<file path="src/rtl/multi_frac_clkdiv.sv">
// Multi-channel fractional clock divider: one phase accumulator per channel produces
// a one-cycle enable on each wrap and a divided clock equal to the accumulator MSB.
module multi_frac_clkdiv #(
    parameter  int CHANNELS    = 4,
    parameter  int ACC_BITS    = 24,
    parameter  int INC_DEFAULT = 0,
    localparam int CH_W        = (CHANNELS > 1) ? $clog2(CHANNELS) : 1
) (
    input  logic                i_clk_src,
    input  logic                i_reset,
    input  logic [CHANNELS-1:0] i_ch_enable,
    input  logic                i_sync_clear,
    input  logic                i_cfg_we,
    input  logic [CH_W-1:0]     i_cfg_ch,
    input  logic [ACC_BITS-1:0] i_cfg_inc,
    input  logic                i_cfg_immediate,
    output logic [CHANNELS-1:0] o_clk_en,
    output logic [CHANNELS-1:0] o_clk_div,
    output logic [CHANNELS-1:0] o_cfg_pending
);

    // Half the accumulator range is the fastest rate that still yields a 50% clock.
    localparam logic [ACC_BITS-1:0] INC_MAX = ACC_BITS'(1) << (ACC_BITS - 1);
    localparam logic [ACC_BITS-1:0] INC_RST =
        (longint'(INC_DEFAULT) > (longint'(1) << (ACC_BITS - 1))) ? INC_MAX : ACC_BITS'(INC_DEFAULT);

    logic [ACC_BITS-1:0] w_inc_clamped;
    logic                w_cfg_valid;

    assign w_inc_clamped = (i_cfg_inc > INC_MAX) ? INC_MAX : i_cfg_inc;
    assign w_cfg_valid   = ({1'b0, i_cfg_ch} < (CH_W + 1)'(CHANNELS));

    for (genvar g = 0; g < CHANNELS; g++) begin : g_ch
        logic [ACC_BITS-1:0] r_acc;
        logic [ACC_BITS-1:0] r_active;
        logic [ACC_BITS-1:0] r_shadow;
        logic                r_pending;
        logic                r_en;
        logic                r_div;

        logic [ACC_BITS:0]   w_sum;
        logic                w_carry;
        logic                w_wr;
        logic [ACC_BITS-1:0] w_acc_nxt;
        logic [ACC_BITS-1:0] w_active_nxt;
        logic [ACC_BITS-1:0] w_shadow_nxt;
        logic                w_pending_nxt;
        logic                w_en_nxt;
        logic                w_div_nxt;

        assign w_sum   = {1'b0, r_acc} + {1'b0, r_active};
        assign w_carry = w_sum[ACC_BITS];
        assign w_wr    = i_cfg_we && w_cfg_valid && (i_cfg_ch == CH_W'(g));

        always_comb begin
            w_acc_nxt     = r_acc;
            w_active_nxt  = r_active;
            w_shadow_nxt  = r_shadow;
            w_pending_nxt = r_pending;
            w_en_nxt      = 1'b0;
            w_div_nxt     = r_div;

            if (i_sync_clear) begin
                w_acc_nxt = '0;
                w_div_nxt = 1'b0;
                if (r_pending) begin
                    w_active_nxt  = r_shadow;
                    w_pending_nxt = 1'b0;
                end
            end else if (i_ch_enable[g]) begin
                w_acc_nxt = w_sum[ACC_BITS-1:0];
                w_en_nxt  = w_carry;
                w_div_nxt = w_sum[ACC_BITS-1];
                if (w_carry && r_pending) begin
                    w_active_nxt  = r_shadow;
                    w_pending_nxt = 1'b0;
                end
            end

            // A write lands after any shadow transfer, so a coincident deferred write stays pending.
            if (w_wr) begin
                w_shadow_nxt = w_inc_clamped;
                if (i_cfg_immediate) begin
                    w_active_nxt  = w_inc_clamped;
                    w_pending_nxt = 1'b0;
                end else begin
                    w_pending_nxt = 1'b1;
                end
            end
        end

        always_ff @(posedge i_clk_src or posedge i_reset) begin
            if (i_reset) begin
                r_acc     <= '0;
                r_active  <= INC_RST;
                r_shadow  <= INC_RST;
                r_pending <= 1'b0;
                r_en      <= 1'b0;
                r_div     <= 1'b0;
            end else begin
                r_acc     <= w_acc_nxt;
                r_active  <= w_active_nxt;
                r_shadow  <= w_shadow_nxt;
                r_pending <= w_pending_nxt;
                r_en      <= w_en_nxt;
                r_div     <= w_div_nxt;
            end
        end

        assign o_clk_en[g]      = r_en;
        assign o_clk_div[g]     = r_div;
        assign o_cfg_pending[g] = r_pending;
    end

endmodule

</file>
<file path="config.mk">
export PLATFORM = sky130hd
export DESIGN_NAME = multi_frac_clkdiv
export DESIGN_NICKNAME = d
export VERILOG_FILES = /design/src/rtl/multi_frac_clkdiv.sv
export SDC_FILE = /design/constraint.sdc
export NUM_CORES = 1
export LEC_CHECK = 0
export ABC_CLOCK_PERIOD_IN_PS = 10420
export BUFFER_PORTS_ARGS = -buffer_cell sky130_fd_sc_hd__buf_2
export CAP_MARGIN = 20
export CORE_ASPECT_RATIO = 1.75
export CORE_MARGIN = 4
export CORE_UTILIZATION = 60
export CTS_CLUSTER_SIZE = 24
export DETAILED_ROUTE_END_ITERATION = 8
export PLACE_DENSITY = 0.84
export SLEW_MARGIN = 20
export SYNTH_ARGS = -nofsm -noshare
export SYNTH_HDL_FRONTEND = slang
export SYNTH_SLANG_ARGS = --single-unit
</file>
<file path="constraint.sdc">
create_clock -name i_clk_src -period 10.42 [get_ports i_clk_src]
set_input_delay 1.563 -clock i_clk_src [delete_from_list [all_inputs] [get_ports i_clk_src]]
set_output_delay 1.563 -clock i_clk_src [all_outputs]
set_load 0.02 [all_outputs]
</file>
Word-level counts from Yosys, hierarchy flattened
Index checks and enable logic that the tools add are counted. W data, S select, Z words.

Word-level logic and storage cells: 123. Bits in registers: 300.

Magnitude comparators: 1. Mux-type cells: 66. Equality and inequality tests: 3. Reductions and logical operators: 25. Add/sub/neg operators: 4.

Operators by type and width (number): $mux W24 (33); $add A24 B24 Y25 (4); $mux W1 (33); $gt A24 B24 Y1 const B (1); $reduce_bool A3 Y1 (8); $logic_and A1 B1 Y1 (8); $reduce_and A2 Y1 (4); $reduce_bool A2 Y1 (4); $eq A2 B2 Y1 const B (2); $eq A2 B1 Y1 const B (1); $logic_not A2 Y1 (1).

Longest topological paths before layout
Depth after elaboration: 7. Depth in mapped cells: 14.

Worst setup path after synthesis
Ideal clock, no wire load.

Path kind: input -> register. Start point: input i_cfg_ch[0]. End point: register g_ch[0].r_active[10]. Arrival: 3.216 ns. Stages on the path: 6. Path buffers: 3. Slack: 7.049 ns. Cells stage by stage: or3b_2 -> nor2_1 -> buf_2 -> clkbuf_1 -> clkbuf_1 -> a221oi_2.

Longest elaborated chain between the ends: 3.

RTL lines: start, declared (line 14) `input logic [CH_W-1:0] i_cfg_ch,`; $logic_not A2 Y1 (line 53) `assign w_wr = i_cfg_we && w_cfg_valid && (i_cfg_ch == CH_W'(g));`; $logic_and A1 B1 Y1 (line 53); $mux W24 (line 81) `if (w_wr) begin`; via g_ch[0].w_active_nxt[10] (line 45) `logic [ACC_BITS-1:0] w_active_nxt;`; end signal, assigned (line 102) `r_active <= w_active_nxt;`; end, declared (line 35) `logic [ACC_BITS-1:0] r_active;`.

The timed path passes the listed nets, and every way through them passes these cells. A chain may end at the register's enable or synchronous reset.

Worst setup path in the final report
Start point: input i_sync_clear. End point: register g_ch[1].r_active[22].

Longest elaborated chain between the ends: 3.

RTL lines: start, declared (line 12) `input logic i_sync_clear,`; $mux W24 * (line 63) `if (i_sync_clear) begin`; $mux W24 (line 83) `if (i_cfg_immediate) begin`; $mux W24 * (line 81); via g_ch[1].w_active_nxt[22] (line 45); end signal, assigned (line 102); end, declared (line 35).

The timed path passes the listed nets; every way through them passes the cells marked *.

==> flow_summary.yaml <==
cts:
  cts_max_path_buffers: 3
  clock_latency_ns: 0.56
  postCtsSetupBuffers: 0
  cts_tree: "yes"
  clock-root-buffer: "clkbuf_16"
  numCtsBuffers: 27
  htree_num_levels: 1
  hold_buffers: 0
  cts.reportedPaths.clkPinSlew_ns: 0.07
  cts.sinks: 296
  ctsResizeCount: 0
worst_setup_path:
  crit_chain: "buf_4 > buf_4 > buf_4 > inv_1 > buf_4 > nor2_1 > a221oi_1 > a21oi_1 > a221oi_1 > o211ai_1"
  endpoint_kind: "register"
  path_buf_inv: 5
  worst-path-max-fanout: 54
  crit_top_cell: "buf_4"
  critPathLaunchType: "input pin"
  slowest_stage: "buf_4"
  startpoint: "i_sync_clear"
  worstPathArrival_ns: 4.83
  max_stage_delay_ns: 0.61
  path_delay_family: "buffers and inverters"
  r2r_start: "g_ch[3].r_active[0]$_DFF_PP0_"
  worstPathRequired_ns: 10.89
  path_class: "input pin to register"
drt:
  ant_nets: 0
  wl_per_cell_um: 20.8
  drtPass1Iterations: 9
  remaining_drc_errors: 0
  viasPerCell: 6.72
  first_iter_violations: 1633
  vias: 16308
  wl_um: 50500
place:
  dp.cells: 2375
  portBuffers: 46
  dp_hpwl_um: 33100
  place_ws_ns: 5.61
  place_congestion: 0.941
die:
  die_h_um: 240
  core_area_um2: 30300
  die_x_um: 141
  row_count: 84
  io_pins: 47
  die_area_um2: 33800
  initial_core_util_pct: 61.0
global_route:
  grt_use_total_pct: 29.7
  grt_start_max_net_pins: 163
  grt_pass1_vias: 16593
  grt-ovfl-total: 0
  grt_pass1_wl_um: 82400
  antenna_found_initial: 4
synth:
  synthCells: 2052
  syn_avg_cell_area_um2: 9.00
  async_flop_share_pct: 100
  netlist-cell-type-count: 89
  netlist_area_um2: 18500
  synth_nets: 2187
  synth-main-ff-cell: "dfrtp_1"
  synth_edf_count: 0
  synth_seq_cells: 296
  ys_seq_area_share_pct: 40.1
  ys_warn_count: 0
final_layout:
  nets: 2153
  drive_gt1_share_pct: 8.69
  utilization_pct: 65.4
  fillers: 2379
  final_common_cell: "dfrtp_1"
  area_growth_pct: 7.23
  final_cell_mix: "dfrtp_1 (296), nand2_1 (215), nor2_1 (194)"
  final_cells: 2428
pwr:
  ir_worst_vdd_uv: 250
  p_per_area_nw_per_um2: 248
  power.leakage_nw: 8.94
timing:
  fmax_mhz: 229
  finalSetupViolations: 0
  rsz0062_at_grt: "false"
  final.setup.tns_ns: 0
  final-hold-violation-count: 0
  slew_violations: 0
  fin_skew_ns: 0.0178
  period_share_pct: 41.9
  setup_ws_ns: 6.05
  slew_headroom_pct: 27.9
  worst_pin_slew_ns: 1.08
  period_needed_ns: 4.37
job:
  cap_violations: 0
outcome:
  status: "finished clean"
worst_hold_path:
  min_path_type: "register to register"
  hold_start: "g_ch[3].r_shadow[21]$_DFFE_PP0P_"
[final timing paths]
path,end,slack [ns],cells past startpoint
hold / removal,g_ch[3].r_shadow[21]$_DFFE_PP0P_,0.49,2
hold reg to reg,g_ch[3].r_shadow[21]$_DFFE_PP0P_,0.49,2
max in group asynchronous,g_ch[2].r_active[18]$_DFF_PP0_,7.72,3
min in group asynchronous,g_ch[3].r_acc[11]$_DFFE_PP0P_,1.17,2
setup reg to reg,g_ch[3].r_active[17]$_DFF_PP0_,6.67,13
setup / recovery,g_ch[1].r_active[22]$_DFF_PP0_,6.05,10
[registers in the layout, indices dropped and copies added, names as in the netlist]
| name | flops |
|---|---|
| g_ch.r_pending | 4 |
| g_ch.r_active | 96 |
| g_ch.r_acc | 96 |
| g_ch.r_en | 4 |
| g_ch.r_shadow | 96 |
[per-layer routing]
| layer | global-route usage, % | share of wire [%] | vias up |
|---|---|---|---|
| met3 | 4.08 | 6.6 | 200 |
| met5 | 0 | 0.020 | - |
| met2 | 51.5 | 50 | 740 |
| met1 | 34.4 | 37 | 7921 |
| li1 | - | - | 7445 |
| met4 | 18.9 | 6.7 | 2 |
[Yosys cell counts (21+ instances only)]
cell type	n	area share (%)
a221oi_1	25	1.2
nand3_1	43	1.2
o211ai_1	24	0.98
mux2i_1	68	3.7
dfrtp_1	296	40
a31oi_1	28	0.95
a2111oi_0	22	1.0
a21o_1	35	1.4
nand2_1	215	4.4
o21ai_0	165	4.5
a211oi_1	44	1.8
nor3_1	40	1.1
xnor2_1	42	2.0
ha_1	96	6.5
nor2_1	197	4.0
a221oi_2	21	1.7
nand2b_1	22	0.75
and3_1	27	0.91
inv_1	90	1.8
a21oi_1	129	3.5
clkbuf_1	87	1.8
nor2b_1	39	1.3
[logic make-up (layout without fill, tap and decap cells)]
group | after synthesis | after routing | synth area share (%)
other cells | 0 | 4 | 0
xor+xnor | 60 | 60 | 2.85
flops | 296 | 296 | 40.1
simple gates | 652 | 652 | 16.2
buf+inv | 222 | 207 | 5.09
mux | 72 | 72 | 3.93
fa+ha+maj | 100 | 100 | 6.94
compound gates | 650 | 650 | 24.9
[where the power goes]
part	internal (W)	switching (W)
Clock	0.000643	0.000469
Sequential	0.00140	0.000248
Combinational	0.000923	0.00123
Total	0.00297	0.00195
[worst reg2reg max path: cells and delay by family (launching register included)]
family / cells / cell delay (ns)
AO/OA/AOI/OAI: 7 / 1.85
buffers and inverters: 2 / 0.35
AND/OR/NAND/NOR: 2 / 0.37
flip-flops: 1 / 0.40
adder cells (fa/ha/maj): 2 / 0.60
[through the flow]
stage / power [W] / hold WS (ns) / cell area, um2
after floorplan: 0.00330 / 0.450 / 18500
after global placement: 0.00366 / 0.461 / 18800
after detailed placement: 0.00377 / 0.471 / 18800
after CTS: 0.00489 / 0.487 / 19800
after global routing: 0.00524 / 0.514 / 19800
final: 0.00492 / 0.492 / 19800
[area by class of cell]
type	instances	area [um2]	area share (%)
Timing Repair Buffer	68	430	2.17
Clock inverter	13	204	1.03
Clock buffer	35	766	3.87
Antenna cell	4	10.0	0.0505
Tap cell	387	484	2.45
Multi-Input combinational cell	1534	10200	51.3
Inverter	91	349	1.76
Sequential cell	296	7410	37.4
Note: power is estimated with default switching activity, not from simulation.
